## src/rtl/ordering_xfer_ctrl.sv

```systemverilog
// Ordering transfer sequencer: expands one host load/unload command into
// (cmd_num+1)*NODE_NUM beats to/from the node ordering registers, with a
// credit-limited read path and a first-word fall-through read buffer.
module ordering_xfer_ctrl #(
  parameter int NODE_NUM     = 32,
  parameter int CITY_DIV_LOG = 4,
  parameter int RD_LAT       = 2,
  parameter int FIFO_DEPTH   = 4
) (
  input  logic                    clk,
  input  logic                    reset,
  input  logic                    cmd_valid,
  output logic                    cmd_ready,
  input  logic                    cmd_write,
  input  logic [CITY_DIV_LOG-1:0] cmd_num,
  input  logic                    abort,
  input  logic                    wr_valid,
  output logic                    wr_ready,
  input  logic [63:0]             wr_data,
  output logic                    rd_valid,
  input  logic                    rd_ready,
  output logic [63:0]             rd_data,
  output logic [CITY_DIV_LOG-1:0] ordering_num,
  output logic                    ordering_write,
  output logic                    ordering_read,
  output logic [63:0]             ordering_wdata,
  input  logic [63:0]             ordering_rdata,
  input  logic                    ordering_ready,
  output logic                    busy,
  output logic                    done
);

  localparam int NODE_W = (NODE_NUM > 1) ? $clog2(NODE_NUM) : 1;
  localparam int AW     = (FIFO_DEPTH > 1) ? $clog2(FIFO_DEPTH) : 1;
  localparam int CW     = $clog2(FIFO_DEPTH + RD_LAT + 1) + 1;

  typedef enum logic [2:0] {IDLE, WRITE, READ, DRAIN, DONE} state_t;

  state_t                  state, state_nxt;
  logic [CITY_DIV_LOG-1:0] word_cnt;
  logic [NODE_W-1:0]       node_cnt;
  logic [RD_LAT-1:0]       vld_sr;
  logic [63:0]             mem [FIFO_DEPTH];
  logic [AW-1:0]           wr_ptr, rd_ptr;
  logic [CW-1:0]           fifo_count, inflight;
  logic                    accept, flush, beat, rd_beat, last_beat;
  logic                    push, pop, fifo_empty, credit_ok, drain_done;

  function automatic logic [AW-1:0] ptr_inc(input logic [AW-1:0] p);
    return (p == AW'(FIFO_DEPTH - 1)) ? '0 : p + 1'b1;
  endfunction

  assign accept     = (state == IDLE) && cmd_valid;
  assign flush      = abort && (state != IDLE);
  assign beat       = (ordering_write || ordering_read) && ordering_ready;
  assign rd_beat    = ordering_read && ordering_ready;
  assign last_beat  = (word_cnt == ordering_num) && (node_cnt == NODE_W'(NODE_NUM - 1));
  assign inflight   = CW'($countones(vld_sr));
  assign credit_ok  = (fifo_count + inflight) < CW'(FIFO_DEPTH);
  assign push       = vld_sr[RD_LAT-1];
  assign fifo_empty = (fifo_count == '0);
  assign rd_valid   = !fifo_empty;
  assign rd_data    = fifo_empty ? '0 : mem[rd_ptr];
  assign pop        = rd_valid && rd_ready;
  // With inflight==0 nothing can be pushed, so only the pop matters here.
  assign drain_done = (inflight == '0) && (fifo_empty || ((fifo_count == CW'(1)) && pop));
  assign ordering_wdata = wr_data;

  // State register.
  always_ff @(posedge clk) begin
    if (reset) state <= IDLE;
    else       state <= state_nxt;
  end

  // Next-state and node/host handshake outputs.
  always_comb begin
    state_nxt      = state;
    cmd_ready      = 1'b0;
    busy           = 1'b1;
    done           = 1'b0;
    wr_ready       = 1'b0;
    ordering_write = 1'b0;
    ordering_read  = 1'b0;
    case (state)
      IDLE: begin
        cmd_ready = 1'b1;
        busy      = 1'b0;
        if (cmd_valid) state_nxt = cmd_write ? WRITE : READ;
      end
      WRITE: begin
        ordering_write = wr_valid;
        wr_ready       = ordering_ready;
        if (wr_valid && ordering_ready && last_beat) state_nxt = DONE;
      end
      READ: begin
        ordering_read = credit_ok;
        if (credit_ok && ordering_ready && last_beat) state_nxt = DRAIN;
      end
      DRAIN: begin
        if (drain_done) state_nxt = DONE;
      end
      DONE: begin
        done      = 1'b1;
        state_nxt = IDLE;
      end
      default: state_nxt = IDLE;
    endcase
    if (flush) state_nxt = IDLE;
  end

  // Command latch and word/node beat counters.
  always_ff @(posedge clk) begin
    if (reset) begin
      ordering_num <= '0;
      word_cnt     <= '0;
      node_cnt     <= '0;
    end else if (flush) begin
      word_cnt <= '0;
      node_cnt <= '0;
    end else if (accept) begin
      ordering_num <= cmd_num;
      word_cnt     <= '0;
      node_cnt     <= '0;
    end else if (beat) begin
      if (word_cnt == ordering_num) begin
        word_cnt <= '0;
        node_cnt <= node_cnt + 1'b1;
      end else begin
        word_cnt <= word_cnt + 1'b1;
      end
    end
  end

  // Read-latency valid pipeline; the top bit marks ordering_rdata to capture.
  always_ff @(posedge clk) begin
    if (reset || flush) vld_sr <= '0;
    else                vld_sr <= (vld_sr << 1) | RD_LAT'(rd_beat);
  end

  // Read buffer pointers and occupancy.
  always_ff @(posedge clk) begin
    if (reset || flush) begin
      wr_ptr     <= '0;
      rd_ptr     <= '0;
      fifo_count <= '0;
    end else begin
      if (push) wr_ptr <= ptr_inc(wr_ptr);
      if (pop)  rd_ptr <= ptr_inc(rd_ptr);
      case ({push, pop})
        2'b10:   fifo_count <= fifo_count + 1'b1;
        2'b01:   fifo_count <= fifo_count - 1'b1;
        default: fifo_count <= fifo_count;
      endcase
    end
  end

  // Read buffer storage.
  always_ff @(posedge clk) begin
    if (push) mem[wr_ptr] <= ordering_rdata;
  end

endmodule

```

## config.mk

```make
export PLATFORM = sky130hd
export DESIGN_NAME = ordering_xfer_ctrl
export DESIGN_NICKNAME = d
export VERILOG_FILES = /design/src/rtl/ordering_xfer_ctrl.sv
export SDC_FILE = /design/constraint.sdc
export NUM_CORES = 1
export LEC_CHECK = 0
export BUFFER_PORTS_ARGS = -buffer_cell sky130_fd_sc_hd__buf_2
export CORE_ASPECT_RATIO = 1.1
export CORE_MARGIN = 3
export CORE_UTILIZATION = 43
export CTS_CLUSTER_DIAMETER = 200
export DETAILED_ROUTE_END_ITERATION = 6
export HOLD_SLACK_MARGIN = 0.15
export PLACE_DENSITY_LB_ADDON = 0.2
export SLEW_MARGIN = 20
export SYNTH_ARGS = -nofsm -noshare
export SYNTH_HDL_FRONTEND = slang
export SYNTH_SLANG_ARGS = --single-unit
```

## constraint.sdc

```tcl
create_clock -name clk -period 3.2 [get_ports clk]
set_input_delay 0.8 -clock clk [delete_from_list [all_inputs] [get_ports clk]]
set_output_delay 0.8 -clock clk [all_outputs]
set_load 0.01 [all_outputs]
```

After elaboration in Yosys (flattened, before gate mapping)
Memories as Yosys holds them, arrays and structs flattened. A register that Yosys moved wholly into a read port is not among the register bits.
Index checks and enable logic that the tools add are counted.
- eq/ne operators: 15
- magnitude comparators: 1
- div/mod/pow operators: 0
- shift operators: 0
- mux-type cells: 21
- multiply operators: 0
- add/sub/neg operators: 8
- bitwise gates (word level): 2
- reductions and logical operators: 26
- operator list (cell ; number):
    $mux 64 ; 1
    $logic_and 1x1->1 ; 12
    $mux 3 ; 4
    $pmux 3 s4 ; 1
    $mux 2 ; 5
    $add 4x1->4 const B ; 2
    $logic_not 4->1 ; 2
    $mux 1 ; 8
    $ne 2x2->1 const B ; 4
    $pmux 4 s2 ; 1
    $eq 2x2->1 const B ; 3
    $eq 3x2->1 const B ; 2
    $add 5x1->5 const B ; 1
    $eq 5x5->1 const B ; 1
    $add 2x1->2 const B ; 2
    $add 4x2->4 ; 1
    $eq 4x1->1 const B ; 1
    $eq 4x4->1 ; 1
    $lt 4x3->1 const B ; 1
    $mux 4 ; 1
    $reduce_and 2->1 ; 2
    $reduce_and 4->1 ; 1
    $sub 4x1->4 const B ; 1
    $eq 3x1->1 const B ; 1
    12 further kinds ; 14
- output and inout port bits: 139
- ROM bits: 0
- bits in latches: 0
- register bits after elaboration: 26
- memories kept: 1
- input port bits: 140
- memory bits (writable): 256
- memories (name ; depth ; width ; rd ports ; clocked after Yosys merged registers in ; wr ports ; line ; RTL):
    mem ; 4 ; 64 ; 1 ; 1 ; 1 ; 43 ; logic [63:0] mem [FIFO_DEPTH];

Logic depth before layout (Yosys ltp)
- depth in word-level cells: 8
- mapped depth: 10
- depth with buffers taken out: 10

Worst setup path before layout
OpenSTA, ideal clock, no wires.
- path kind: register to output
- start point: register with a tool-made name
- end point: output port rd_data[10]
- required time: 2.400 ns
- path buffers: 2
- cell stages (with the launch flop): 5
- slack: 0.712 ns
- arrival time: 1.688 ns
- path through: dfxtp_1 > clkbuf_1 > buf_2 > mux4_2 > and2_1
- RTL lines (item ; line ; RTL):
    to (decl) ; 22 ; output logic [63:0] rd_data,

==> run_results.csv <==
group,metric,value,unit
run_status,status,"completed",
timing,worst_slack,0.149,ns
global_routing,grt_pass1_vias,6236,
synthesis,synthArstFlopShare,0,
floorplanning,initial_core_util,0.441,
finish,synthToLayoutAreaGrowth,14.6,%
global_routing,grt_use_met1,0.187,
clocking,clockBufferDepth,3,
detailed_routing,ant_nets,0,
worst_setup_path,reg2reg_depth,10,
clocking,htree_levels,1,
clocking,cts_tree,"yes",
placement,dp.cells,1063,
timing,setup-violations-final,0,
global_routing,antenna_found_initial,3,
clocking,numCtsBuffers,29,
floorplanning,core_area,0.0265,sq mm
timing,finalCritPeriodShare,0.954,
worst_setup_path,cp.required,2.40,ns
detailed_routing,wire_per_inst,20.5,um
synthesis,netlist_area,0.0117,sq mm
clocking,postCtsSetupBuffers,0,
synthesis,synth_seq_cells,284,
timing,fin_crit,3.05,ns
timing,worst_pin_slew,1.02,ns
floorplanning,die_x,163,um
synthesis,syn_nets,798,
detailed_routing,first_pass_iters,4,
detailed_routing,vias_per_cell,5.18,
clocking,post_cts_resized,0,
floorplanning,num_rows,62,
global_routing,grt_use_met2,0.272,
finish,final_util,0.505,
timing,tns,0,ns
clocking,clock-sinks,284,
clocking,clock_latency,0.52,ns
worst_setup_path,crit_path_end_kind,"output port",
timing,fmax,0.328,GHz
global_routing,gr-usage-all-layers,0.155,
global_routing,top_usage_layer,"met2",
detailed_routing,wl,22900,um
synthesis,synth_edf_count,256,
global_routing,grt_max_degree,68,
synthesis,synthDistinctLibCells,45,
floorplanning,die_h,179,um
timing,finalHoldViolCount,0,
power_and_ir_drop,leakagePower,4.65,nW
finish,n_fill_cell,2162,
global_routing,grtUsageMet3,0.0437,
worst_setup_path,rr_startpoint,"fifo_count[0]$_SDFFE_PP0P_",
detailed_routing,drcViolationCount,0,
clocking,holdBufCountCts,0,
clocking,clock-root-buffer,"clkbuf_16",
timing,rsz0062_at_grt,"no",
worst_setup_path,crit_arrival,2.25,ns
worst_setup_path,r2r-end,"fifo_count[2]$_SDFFE_PP0P_",
detailed_routing,vias,5765,
global_routing,gr-total-overflow,0,
detailed_routing,drt_iter0_drc,286,
worst_setup_path,crit_fanout,23,
clocking,clk_pin_slew,0.06,ns
min_path,hp-start,"rd_ptr[1]$_SDFFE_PP0P_",
power_and_ir_drop,p_per_area,695,mW/mm^2
finish,layout.nets,897,
placement,pre_cts_ws,0.639,ns
min_path,min_path_cells,2,
finish,drive_gt1_frac,0.368,
worst_setup_path,r2r_slack,0.85,ns
synthesis,yosysSeqAreaShare,0.707,
min_path,hold_path.class,"reg2reg",
synthesis,ys_warn_count,0,
floorplanning,die-area,0.0292,sq mm
placement,port_buffers,150,
placement,globalplace.congestion,0.779,
timing,clock_skew,0.0110,ns
worst_setup_path,start_kind,"flop",
power_and_ir_drop,irDropWorstVdd,0.448,mV
timing,final_max_slew_viol_count,0,
worst_setup_path,worstSetupPathType,"reg2out",
placement,post-dp-hpwl,13900,um
global_routing,grt_pass1_wl,35100,um
finish,finalNonFillerCells,1113,
job,cap_violations,0,
timing,slew_headroom,0.318,
floorplanning,ioPinCount,279,
synthesis,syn_inst,643,
synthesis,synthFlopType,"edfxtp_1",
finish,antenna_cells,0,
synthesis,avgSynthCellArea,18.2,sq um
## report_power, final
| part | switching [mW] | total (mW) | internal, mW |
|---|---|---|---|
| logic | 0.917 | 1.72 | 0.806 |
| clock network | 1.30 | 3.34 | 2.04 |
| registers | 0.112 | 4.23 | 4.12 |
## flip-flops by register name, indices dropped and copies added (netlist names), named ones only
name,flops
vld_sr,2
node_cnt,5
wr_ptr,2
word_cnt,4
state,3
fifo_count,4
ordering_num,4
mem,256
rd_ptr,2
## worst max-delay path by stage
stage                          from             to  depth (start not counted)
3_3_place_gp                   flop    rd_data[43]                          4
5_1_grt                        flop    rd_data[61]                          4
2_1_floorplan                  flop    rd_data[10]                          4
4_1_cts        vld_sr[1]$_SDFF_PP0_  ordering_read                          6
3_5_place_dp   vld_sr[1]$_SDFF_PP0_  ordering_read                          6
6_report                       flop    rd_data[61]                          4
## layout by cell type (no fill, tap or decap), types with 4 or more instances in the layout
cell type  instances
nand3_1            6
buf_12             6
nand2_1            6
clkinv_1           6
inv_1             10
nor2_1            26
ha_1              15
bufinv_16          5
a21oi_1            7
clkinv_2           5
and2_1            66
buf_2            150
dfxtp_1           26
mux2i_1            9
mux4_2            64
and2_4             4
xnor2_1           11
edfxtp_1         256
clkbuf_1           4
clkbuf_16         29
## through the flow
step | power [mW] | cell area, sq um | hold WS (ns)
2_1_floorplan | 5.48 | 11700 | 0.441
3_3_place_gp | 6.04 | 12400 | 0.462
3_5_place_dp | 6.07 | 12400 | 0.468
4_1_cts | 9.43 | 13400 | 0.460
5_1_grt | 9.71 | 13400 | 0.467
6_report | 9.29 | 13400 | 0.474
## Yosys cell counts, drive strengths merged (2+ instances only)
library cell | number | share of area
edfxtp | 256 | 0.66
buf | 75 | 0.047
and2 | 70 | 0.038
mux4 | 64 | 0.12
dfxtp | 28 | 0.048
nor2 | 26 | 0.0084
clkbuf | 16 | 0.0051
ha | 15 | 0.016
xnor2 | 11 | 0.0083
inv | 10 | 0.0032
mux2i | 10 | 0.0086
a21oi | 7 | 0.0030
nand2 | 7 | 0.0023
nand3 | 6 | 0.0026
a31oi | 4 | 0.0027
nor3 | 3 | 0.0013
nor3b | 3 | 0.0019
or2 | 3 | 0.0018
or3 | 3 | 0.0020
a211oi | 2 | 0.0013
a21o | 2 | 0.0013
and4bb | 2 | 0.0021
nand2b | 2 | 0.0011
nand3b | 2 | 0.0013
xor2 | 2 | 0.0015
## cells by family (layout without fill, tap and decap cells)
kind of cell,count (synthesis),count (layout),share of synthesized area
flops,284,284,0.707
simple gates,131,131,0.0646
buf+inv,101,219,0.0553
compound gates,24,24,0.0145
fa+ha+maj,15,15,0.0161
xor+xnor,13,13,0.00976
mux,75,75,0.133
## critical path, cell delays in order, from the launching register on
cell	delay, ns
dfxtp_4	0.56
buf_12	0.28
mux4_2	0.54
and2_1	0.19
buf_2	0.14
## layout make-up
type	instances	area, sq um	area share
multi-input combinational	258	2800	0.209
clock inverter	17	203	0.0152
inverter	10	37.5	0.00281
tap	352	440	0.0329
clock buffer	33	741	0.0554
sequential	284	8260	0.617
timing repair buffer	159	893	0.0668
## layer usage
metal	vias up	routed length (um)
li1	2606	-
met1	2922	9010
met2	166	11700
met3	65	1560
met4	6	591
met5	-	47
Power figures use the tool's default switching activity.
